$ cat src/rtl/imem_load_ctrl.sv
// imem_load_ctrl
// Boot sequencer that loads a program from the instruction transmitter into
// instruction memory and holds the MIPS pipeline in reset until the load is
// complete.
//
// Ports
//   ld_clk, ld_rst      : clock (rising edge), asynchronous active-high reset
//   ld_i_start          : one-cycle pulse that starts or restarts a load
//   ld_o_syn            : sync request to the transmitter, high while loading
//   ld_i_instr/ack/last : transmitter word, its valid strobe, final-word flag
//   ld_o_we/waddr/wdata : instruction-memory write port (registered)
//   ld_o_cpu_rst        : CPU reset hold, released once a program has loaded
//   ld_o_done/err       : load completed / load failed (timeout or overflow)
//   ld_o_count          : words written in the current or most recent load
module imem_load_ctrl #(
  parameter int IWIDTH  = 32,
  parameter int DEPTH   = 6,
  parameter int AWIDTH  = 3,
  parameter int TIMEOUT = 16
) (
  input  logic              ld_clk,
  input  logic              ld_rst,
  input  logic              ld_i_start,
  output logic              ld_o_syn,
  input  logic [IWIDTH-1:0] ld_i_instr,
  input  logic              ld_i_ack,
  input  logic              ld_i_last,
  output logic              ld_o_we,
  output logic [AWIDTH-1:0] ld_o_waddr,
  output logic [IWIDTH-1:0] ld_o_wdata,
  output logic              ld_o_cpu_rst,
  output logic              ld_o_done,
  output logic              ld_o_err,
  output logic [AWIDTH:0]   ld_o_count
);

  localparam logic [1:0] S_IDLE = 2'd0;
  localparam logic [1:0] S_LOAD = 2'd1;
  localparam logic [1:0] S_DONE = 2'd2;
  localparam logic [1:0] S_ERR  = 2'd3;

  // Wide enough to hold the value TIMEOUT itself.
  localparam int TOW = $clog2(TIMEOUT + 1);

  logic [1:0]        state_q,   state_d;
  logic              syn_q,     syn_d;
  logic              we_q,      we_d;
  logic [AWIDTH-1:0] waddr_q,   waddr_d;
  logic [IWIDTH-1:0] wdata_q,   wdata_d;
  logic              cpu_rst_q, cpu_rst_d;
  logic              done_q,    done_d;
  logic              err_q,     err_d;
  logic [AWIDTH:0]   count_q,   count_d;
  logic [TOW-1:0]    tmo_q,     tmo_d;

  logic [AWIDTH:0]   count_inc;
  logic [TOW-1:0]    tmo_inc;

  assign count_inc = count_q + 1'b1;
  assign tmo_inc   = tmo_q + 1'b1;

  always_comb begin
    state_d   = state_q;
    syn_d     = syn_q;
    we_d      = 1'b0;  // write strobe lasts exactly one cycle per word
    waddr_d   = waddr_q;
    wdata_d   = wdata_q;
    cpu_rst_d = cpu_rst_q;
    done_d    = done_q;
    err_d     = err_q;
    count_d   = count_q;
    tmo_d     = tmo_q;

    if (state_q == S_LOAD) begin
      if (ld_i_ack) begin
        we_d    = 1'b1;
        waddr_d = count_q[AWIDTH-1:0];
        wdata_d = ld_i_instr;
        count_d = count_inc;
        tmo_d   = '0;
        if (ld_i_last) begin
          // CPU is released on the same edge the final write is issued.
          state_d   = S_DONE;
          syn_d     = 1'b0;
          cpu_rst_d = 1'b0;
          done_d    = 1'b1;
        end else if (count_inc == (AWIDTH + 1)'(DEPTH)) begin
          // Memory is full but the transmitter has more: overflow.
          state_d = S_ERR;
          syn_d   = 1'b0;
          err_d   = 1'b1;
        end
      end else begin
        tmo_d = tmo_inc;
        if (tmo_inc == TOW'(TIMEOUT)) begin
          state_d = S_ERR;
          syn_d   = 1'b0;
          err_d   = 1'b1;
        end
      end
    end else if (ld_i_start) begin
      // Start from IDLE, DONE or ERR begins a fresh load at address 0.
      state_d   = S_LOAD;
      syn_d     = 1'b1;
      waddr_d   = '0;
      cpu_rst_d = 1'b1;
      done_d    = 1'b0;
      err_d     = 1'b0;
      count_d   = '0;
      tmo_d     = '0;
    end
  end

  always_ff @(posedge ld_clk or posedge ld_rst) begin
    if (ld_rst) begin
      state_q   <= S_IDLE;
      syn_q     <= 1'b0;
      we_q      <= 1'b0;
      waddr_q   <= '0;
      wdata_q   <= '0;
      cpu_rst_q <= 1'b1;
      done_q    <= 1'b0;
      err_q     <= 1'b0;
      count_q   <= '0;
      tmo_q     <= '0;
    end else begin
      state_q   <= state_d;
      syn_q     <= syn_d;
      we_q      <= we_d;
      waddr_q   <= waddr_d;
      wdata_q   <= wdata_d;
      cpu_rst_q <= cpu_rst_d;
      done_q    <= done_d;
      err_q     <= err_d;
      count_q   <= count_d;
      tmo_q     <= tmo_d;
    end
  end

  assign ld_o_syn     = syn_q;
  assign ld_o_we      = we_q;
  assign ld_o_waddr   = waddr_q;
  assign ld_o_wdata   = wdata_q;
  assign ld_o_cpu_rst = cpu_rst_q;
  assign ld_o_done    = done_q;
  assign ld_o_err     = err_q;
  assign ld_o_count   = count_q;

endmodule
$ cat config.mk
export PLATFORM = sky130hd
export DESIGN_NAME = imem_load_ctrl
export DESIGN_NICKNAME = d
export VERILOG_FILES = /design/src/rtl/imem_load_ctrl.sv
export SDC_FILE = /design/constraint.sdc
export NUM_CORES = 1
export LEC_CHECK = 0
export ABC_AREA = 1
export ABC_CLOCK_PERIOD_IN_PS = 1250
export BUFFER_PORTS_ARGS = -buffer_cell sky130_fd_sc_hd__buf_2
export CAP_MARGIN = 10
export CELL_PAD_IN_SITES_DETAIL_PLACEMENT = 2
export CELL_PAD_IN_SITES_GLOBAL_PLACEMENT = 2
export CORE_ASPECT_RATIO = 1.5
export CORE_MARGIN = 3
export CORE_UTILIZATION = 24
export DETAILED_ROUTE_END_ITERATION = 10
export GPL_TIMING_DRIVEN = 0
export PLACE_DENSITY_LB_ADDON = 0.1
export SLEW_MARGIN = 20
export SYNTH_ARGS = -nofsm -noshare
export SYNTH_HDL_FRONTEND = slang
export SYNTH_SLANG_ARGS = --single-unit
$ cat constraint.sdc
create_clock -name ld_clk -period 1.25 [get_ports ld_clk]
set_input_delay 0.0625 -clock ld_clk [delete_from_list [all_inputs] [get_ports ld_clk]]
set_output_delay 0.0625 -clock ld_clk [all_outputs]
set_load 0.005 [all_outputs]
Yosys cells after proc, flatten, opt, wreduce, memory -nomap -nowiden
Index checks and enable logic that the tools add are counted.
{"block": "totals", "in_bits": 37, "reg_bits": 51, "out_inout_bits": 44, "elab_cells": 62}
{"block": "classes", "mux": 35, "reduce_logical": 6, "addsub": 2, "n_eq_ne": 9}
{"cell": "$mux W1", "n": 20}
{"cell": "$mux W5", "n": 3}
{"cell": "$mux W2", "n": 6}
{"cell": "$mux W4", "n": 3}
{"cell": "$mux W3", "n": 3}
{"cell": "$ne A3 B2 Y1 const B", "n": 2}
{"cell": "$reduce_and A3 Y1", "n": 2}
{"cell": "$add A5 B1 Y5 const B", "n": 1}
{"cell": "$eq A5 B5 Y1 const B", "n": 1}
{"cell": "$add A4 B1 Y4 const B", "n": 1}
{"cell": "$eq A4 B3 Y1 const B", "n": 1}
{"cell": "$ne A2 B2 Y1 const B", "n": 2}
{"cell": "$ne A4 B3 Y1 const B", "n": 1}
{"cell": "$reduce_and A2 Y1", "n": 2}
{"cell": "$reduce_and A4 Y1", "n": 1}
{"cell": "$ne A3 B3 Y1 const B", "n": 1}
{"cell": "$eq A2 B1 Y1 const B", "n": 1}
{"cell": "$reduce_bool A2 Y1", "n": 1}

Logic depth before layout (Yosys ltp)
{"block": "depth", "word_depth": 6, "mapped_depth": 10, "mapped_depth_nobuf": 10}

Least setup slack after synthesis
Ideal clock, no wire load.
{"block": "synth_timing", "path_kind": "register to register", "start": "reg count_q[0], in the netlist ld_o_count[0]", "end": "reg state_q[1]", "path_stages_with_launch": 9, "slack_ps": -147, "n_path_buf": 0, "arrival_time_ps": 1281, "period_less_slack_ps": 1397, "setup_ps": 116, "required_time_ps": 1134, "cell_sequence": "dfrtp_1 ha_1 or2_2 nand3_1 nand2_1 nand2_2 nand2_2 nand3_1 nand2_1"}
{"block": "synth_via", "elab_chain_len": 4}
{"element": "start: declaration", "line": "53", "text": "logic [AWIDTH:0] count_q, count_d;"}
{"element": "start signal: assignment", "line": "135", "text": "count_q <= count_d;"}
{"element": "$add A4 B1 Y4", "line": "59", "text": "assign count_inc = count_q + 1'b1;"}
{"element": "$eq A4 B3 Y1", "line": "87", "text": "end else if (count_inc == (AWIDTH + 1)'(DEPTH)) begin"}
{"element": "$ne A4 B3 Y1 (no line)"}
{"element": "$reduce_and A3 Y1 (no line)"}
{"element": "end signal: assignment", "line": "127", "text": "state_q <= state_d;"}
{"element": "end: declaration", "line": "45", "text": "logic [1:0] state_q, state_d;"}
Every way passes these cells.
A chain may end at the register's enable or synchronous reset.

Worst setup path in the final report
{"block": "layout_timing", "start": "reg state_q[1]", "end": "reg state_q[1]"}
{"block": "layout_via", "elab_chain_len": 3, "elab_cells_between_ends": 6, "cone_classes": "3 x eq/ne; 1 x mux; 2 x reduce/logical"}
{"element": "$eq A2 B1 Y1 (*)", "line": "74", "text": "if (state_q == S_LOAD) begin"}
{"element": "$ne A4 B3 Y1 (no line), or another cell as far along"}
{"element": "$reduce_and A3 Y1 (no line)"}
Mark *: on every way between the ends. The rest lies on a longest branch, timed or not.

==> flow_metrics.tcl <==
set metrics [dict create \
    status "complete, but fails checks" \
    violations "setup timing" \
    max_freq_ghz 0.703 \
    combinational_power_share 0.479 \
    place_ws_ns -0.286 \
    hold_path_end "ld_o_syn" \
    totalPowerFinal_mw 8.12 \
    track_usage 0.148 \
    unrepaired_setup_endpoints_after_global_routing "yes" \
    finalCoreUtilization 0.444 \
    finalSetupTns_ns -3.54 \
    synth.yosys.seq_area_share 0.599 \
    combinational_family_with_the_most_area_after_synthesis "simple AND/OR/NAND/NOR gates" \
    hold_slack_ns 0.0626 \
    floorplan.rows 41 \
    dr.first_iter.drc_count 53 \
    final_hold_viol_count 0 \
    drc_errors 0 \
    largest_net_degree_at_the_start_of_global_routing 28 \
    regToRegStartpoint "state_q[1]" \
    grt_antenna_before_repair 0 \
    numPlacedInstances 433 \
    fp.dieArea_um2 10100 \
    yosys.area_share.xor_xnor 0 \
    vias_per_cell 4.39 \
    chipHeight_um 121 \
    switchingPower_mw 3.03 \
    cts_inserted_buffers 5 \
    critPathBufInv 2 \
    dpl.hpwl_um 4580 \
    synth-adder-area-share 0.0235 \
    routabilityCongestion 0.739 \
    antenna_cells_inserted 0 \
    setup.worst_path.end_class "flop" \
    setup.worst_path.class "flop to flop" \
    min_period_ns 1.42 \
    drive_above_1_share 0.491 \
    cts_max_path_buffers 2 \
    synthCells 245 \
    setup-violations-final 48 \
    post_synth_and_or_nand_nor_area_fraction 0.295 \
    synthMuxAreaShare 0 \
    power.share.switching 0.373 \
    cp_top_family "simple AND/OR/NAND/NOR gates" \
    cts.clk_slew.worst_paths_ns 0.07 \
    syn_area_um2 2130 \
    tightest_slew_ns 0.661 \
    crit_path_frequent_cell "sky130_fd_sc_hd__nand2_4" \
    cellPowerDensity_nw_per_um2 2150 \
    syn_to_final_growth_pct 77.5 \
    tritoncts_num_sinks 51 \
    timing.critical_path.cells "inv_2 > nand2_4 > nor2_4 > buf_6 > nand3_2 > nand2_4 > nand2_2 > nand2_4 > nand2_1 > nand2_1" \
    synth_compound_gate_area_share 0.0352 \
    synth_nets 286 \
    wl_per_cell_um 15.4 \
    first_global_vias 2394 \
    root_buffer_cell "sky130_fd_sc_hd__clkbuf_16" \
    worst_clk_skew_ns 0.00338 \
    synth_flop_cell "sky130_fd_sc_hd__dfrtp_1" \
    clock_insertion_delay_at_the_later_pin_of_the_skew_report_ns 0.29 \
    routed_wirelength_um 7730 \
    cts_tree "built" \
    hold_depth 3 \
    worstHoldStart "ld_i_start" \
    floorplan.initialDensity 0.250 \
    r2r_end "state_q[1]" \
    r2r_slack_ns -0.17 \
    routed-via-count 2206 \
    final_cells 502 \
    power.leakage_nw 2.00 \
    placed_cell_area_um2 2710 \
    maxCapViolations 0 \
    grt_pass1_wl_um 11800 \
    number_of_synthesized_flops_with_an_enable_pin 0 \
    cts_max_level 2 \
    synth.yosys.warnings 0 \
    crit_required_ns 1.48 \
    final_net_count 435 \
    timing.reg2reg.worst_path_depth 10 \
    antenna_violating_nets_post_route 0 \
    x_dimension_of_the_die_um 83.0 \
    hp-class "input port to flop" \
    crit_path_max_fanout 5 \
    max-slew-margin-rel 0.558 \
    cpPeakStageDelay_ns 0.40 \
    internal_power_mw 5.09 \
    io_pins 81 \
    setup.worst_path.start_class "flop" \
    io_buffers 80 \
    timing.final.ws_setup_ns -0.172 \
    asyncSetResetFlopFracSynth 1.00 \
    worst_ir_drop_vdd_v 0.000986 \
    power.clock.fraction 0.177 \
    yosysUniqueCellTypes 19 \
    ys_ff_latch 51 \
    final_design_area_no_fill_um2 3780 \
    crit_arrival_ns 1.66 \
    critPathSlowestCell "sky130_fd_sc_hd__dfrtp_1" \
    final-max-slew-violation-count 0 \
    grt-ovfl-total 0 \
    core_box_area_um2 8520 \
    syn-mean-instance-area_um2 8.70 \
    first_pass_iters 4 \
    period_share 1.14 \
    power_frac_seq 0.344 \
]
-- what timing repair did --
item	CTS	global route
resized for setup	18	85
hold endpoints to repair	58	0
pin swaps	5	31
hold buffers	33	0
endpoints found under the setup margin	43	44
buffers inserted	12	13
gates cloned	0	3
-- power groups by stage --
stage / combinational [mW] / clock, mW / sequential (mW)
CTS: 2.92 / 1.49 / 2.77
finish: 3.89 / 1.44 / 2.79
global placement: 2.30 / 0 / 2.78
detailed placement: 2.39 / 0 / 2.81
floorplan: 1.19 / 0 / 2.82
global route: 4.32 / 1.58 / 2.89
-- flip-flops by register name (all words and copies together) (netlist names) --
register	count
ld_o_wdata	32
tmo_q	5
ld_o_count	4
ld_o_waddr	3
state_q	2
ld_o_cpu_rst	1
ld_o_done	1
ld_o_err	1
ld_o_syn	1
ld_o_we	1
-- layer usage --
layer,vias to the layer above,global-route usage,share of wire
met4,0,0.0491,0.015
li1,1052,-,-
met2,49,0.272,0.56
met5,-,0,0
met3,9,0.0401,0.048
met1,1096,0.165,0.38
-- worst max path at each step --
stage | start | endpoint | slack, ns | depth (start not counted)
finish | state_q[1] | state_q[1] | -0.17 | 10
global route | state_q[1] | ld_o_syn | -0.29 | 10
CTS | tmo_q[1] | ld_o_err | -0.12 | 10
detailed placement | state_q[1] | ld_o_err | -0.29 | 9
global placement | state_q[1] | state_q[0] | -0.26 | 8
floorplan | ld_o_count[0] | state_q[1] | -0.04 | 8
-- worst register-to-register path: cells and delay by family, from the launching register on --
| kind | cells | cell delay [ns] |
|---|---|---|
| DFF | 1 | 0.40 |
| buffers and inverters | 2 | 0.22 |
| and+or+nand+nor | 8 | 0.73 |
-- final cells by class --
class	count	area, µm²
flip-flops and latches	51	1280
clock inverters	1	8.76
fillers	965	4730
well taps	107	134
repair buffers	142	1060
inverters	16	68.8
multi-input cells	171	1010
plain buffers	7	78.8
clock buffers	7	143
-- synthesized netlist by cell type, types with 2 or more instances --
library cell,number,area share
sky130_fd_sc_hd__dfrtp_1,50,0.59
sky130_fd_sc_hd__nor2_1,3,0.0053
sky130_fd_sc_hd__nand4_1,3,0.0088
sky130_fd_sc_hd__ha_1,4,0.023
sky130_fd_sc_hd__nand3_1,12,0.028
sky130_fd_sc_hd__nand2_1,126,0.22
sky130_fd_sc_hd__buf_2,6,0.014
sky130_fd_sc_hd__o22ai_1,2,0.0059
sky130_fd_sc_hd__o21ai_0,10,0.023
sky130_fd_sc_hd__inv_1,15,0.026
sky130_fd_sc_hd__nand2_2,6,0.018
-- layout by cell type (no fill, tap or decap), types with 4 or more instances in the layout --
cell type,count
sky130_fd_sc_hd__buf_2,80
sky130_fd_sc_hd__buf_4,20
sky130_fd_sc_hd__buf_6,7
sky130_fd_sc_hd__buf_8,4
sky130_fd_sc_hd__clkbuf_16,8
sky130_fd_sc_hd__dfrtp_1,47
sky130_fd_sc_hd__dlygate4sd3_1,33
sky130_fd_sc_hd__inv_1,11
sky130_fd_sc_hd__nand2_1,82
sky130_fd_sc_hd__nand2_2,36
sky130_fd_sc_hd__nand2_4,12
sky130_fd_sc_hd__nand3_1,10
sky130_fd_sc_hd__o21ai_1,6
-- kinds of logic after synthesis --
kind of cell | after synthesis
AO/OA/AOI/OAI | 14
adder cells (fa/ha/maj) | 4
buffers and inverters | 23
flip-flops | 51
AND/OR/NAND/NOR | 153
(Power assumes the default switching activity.)
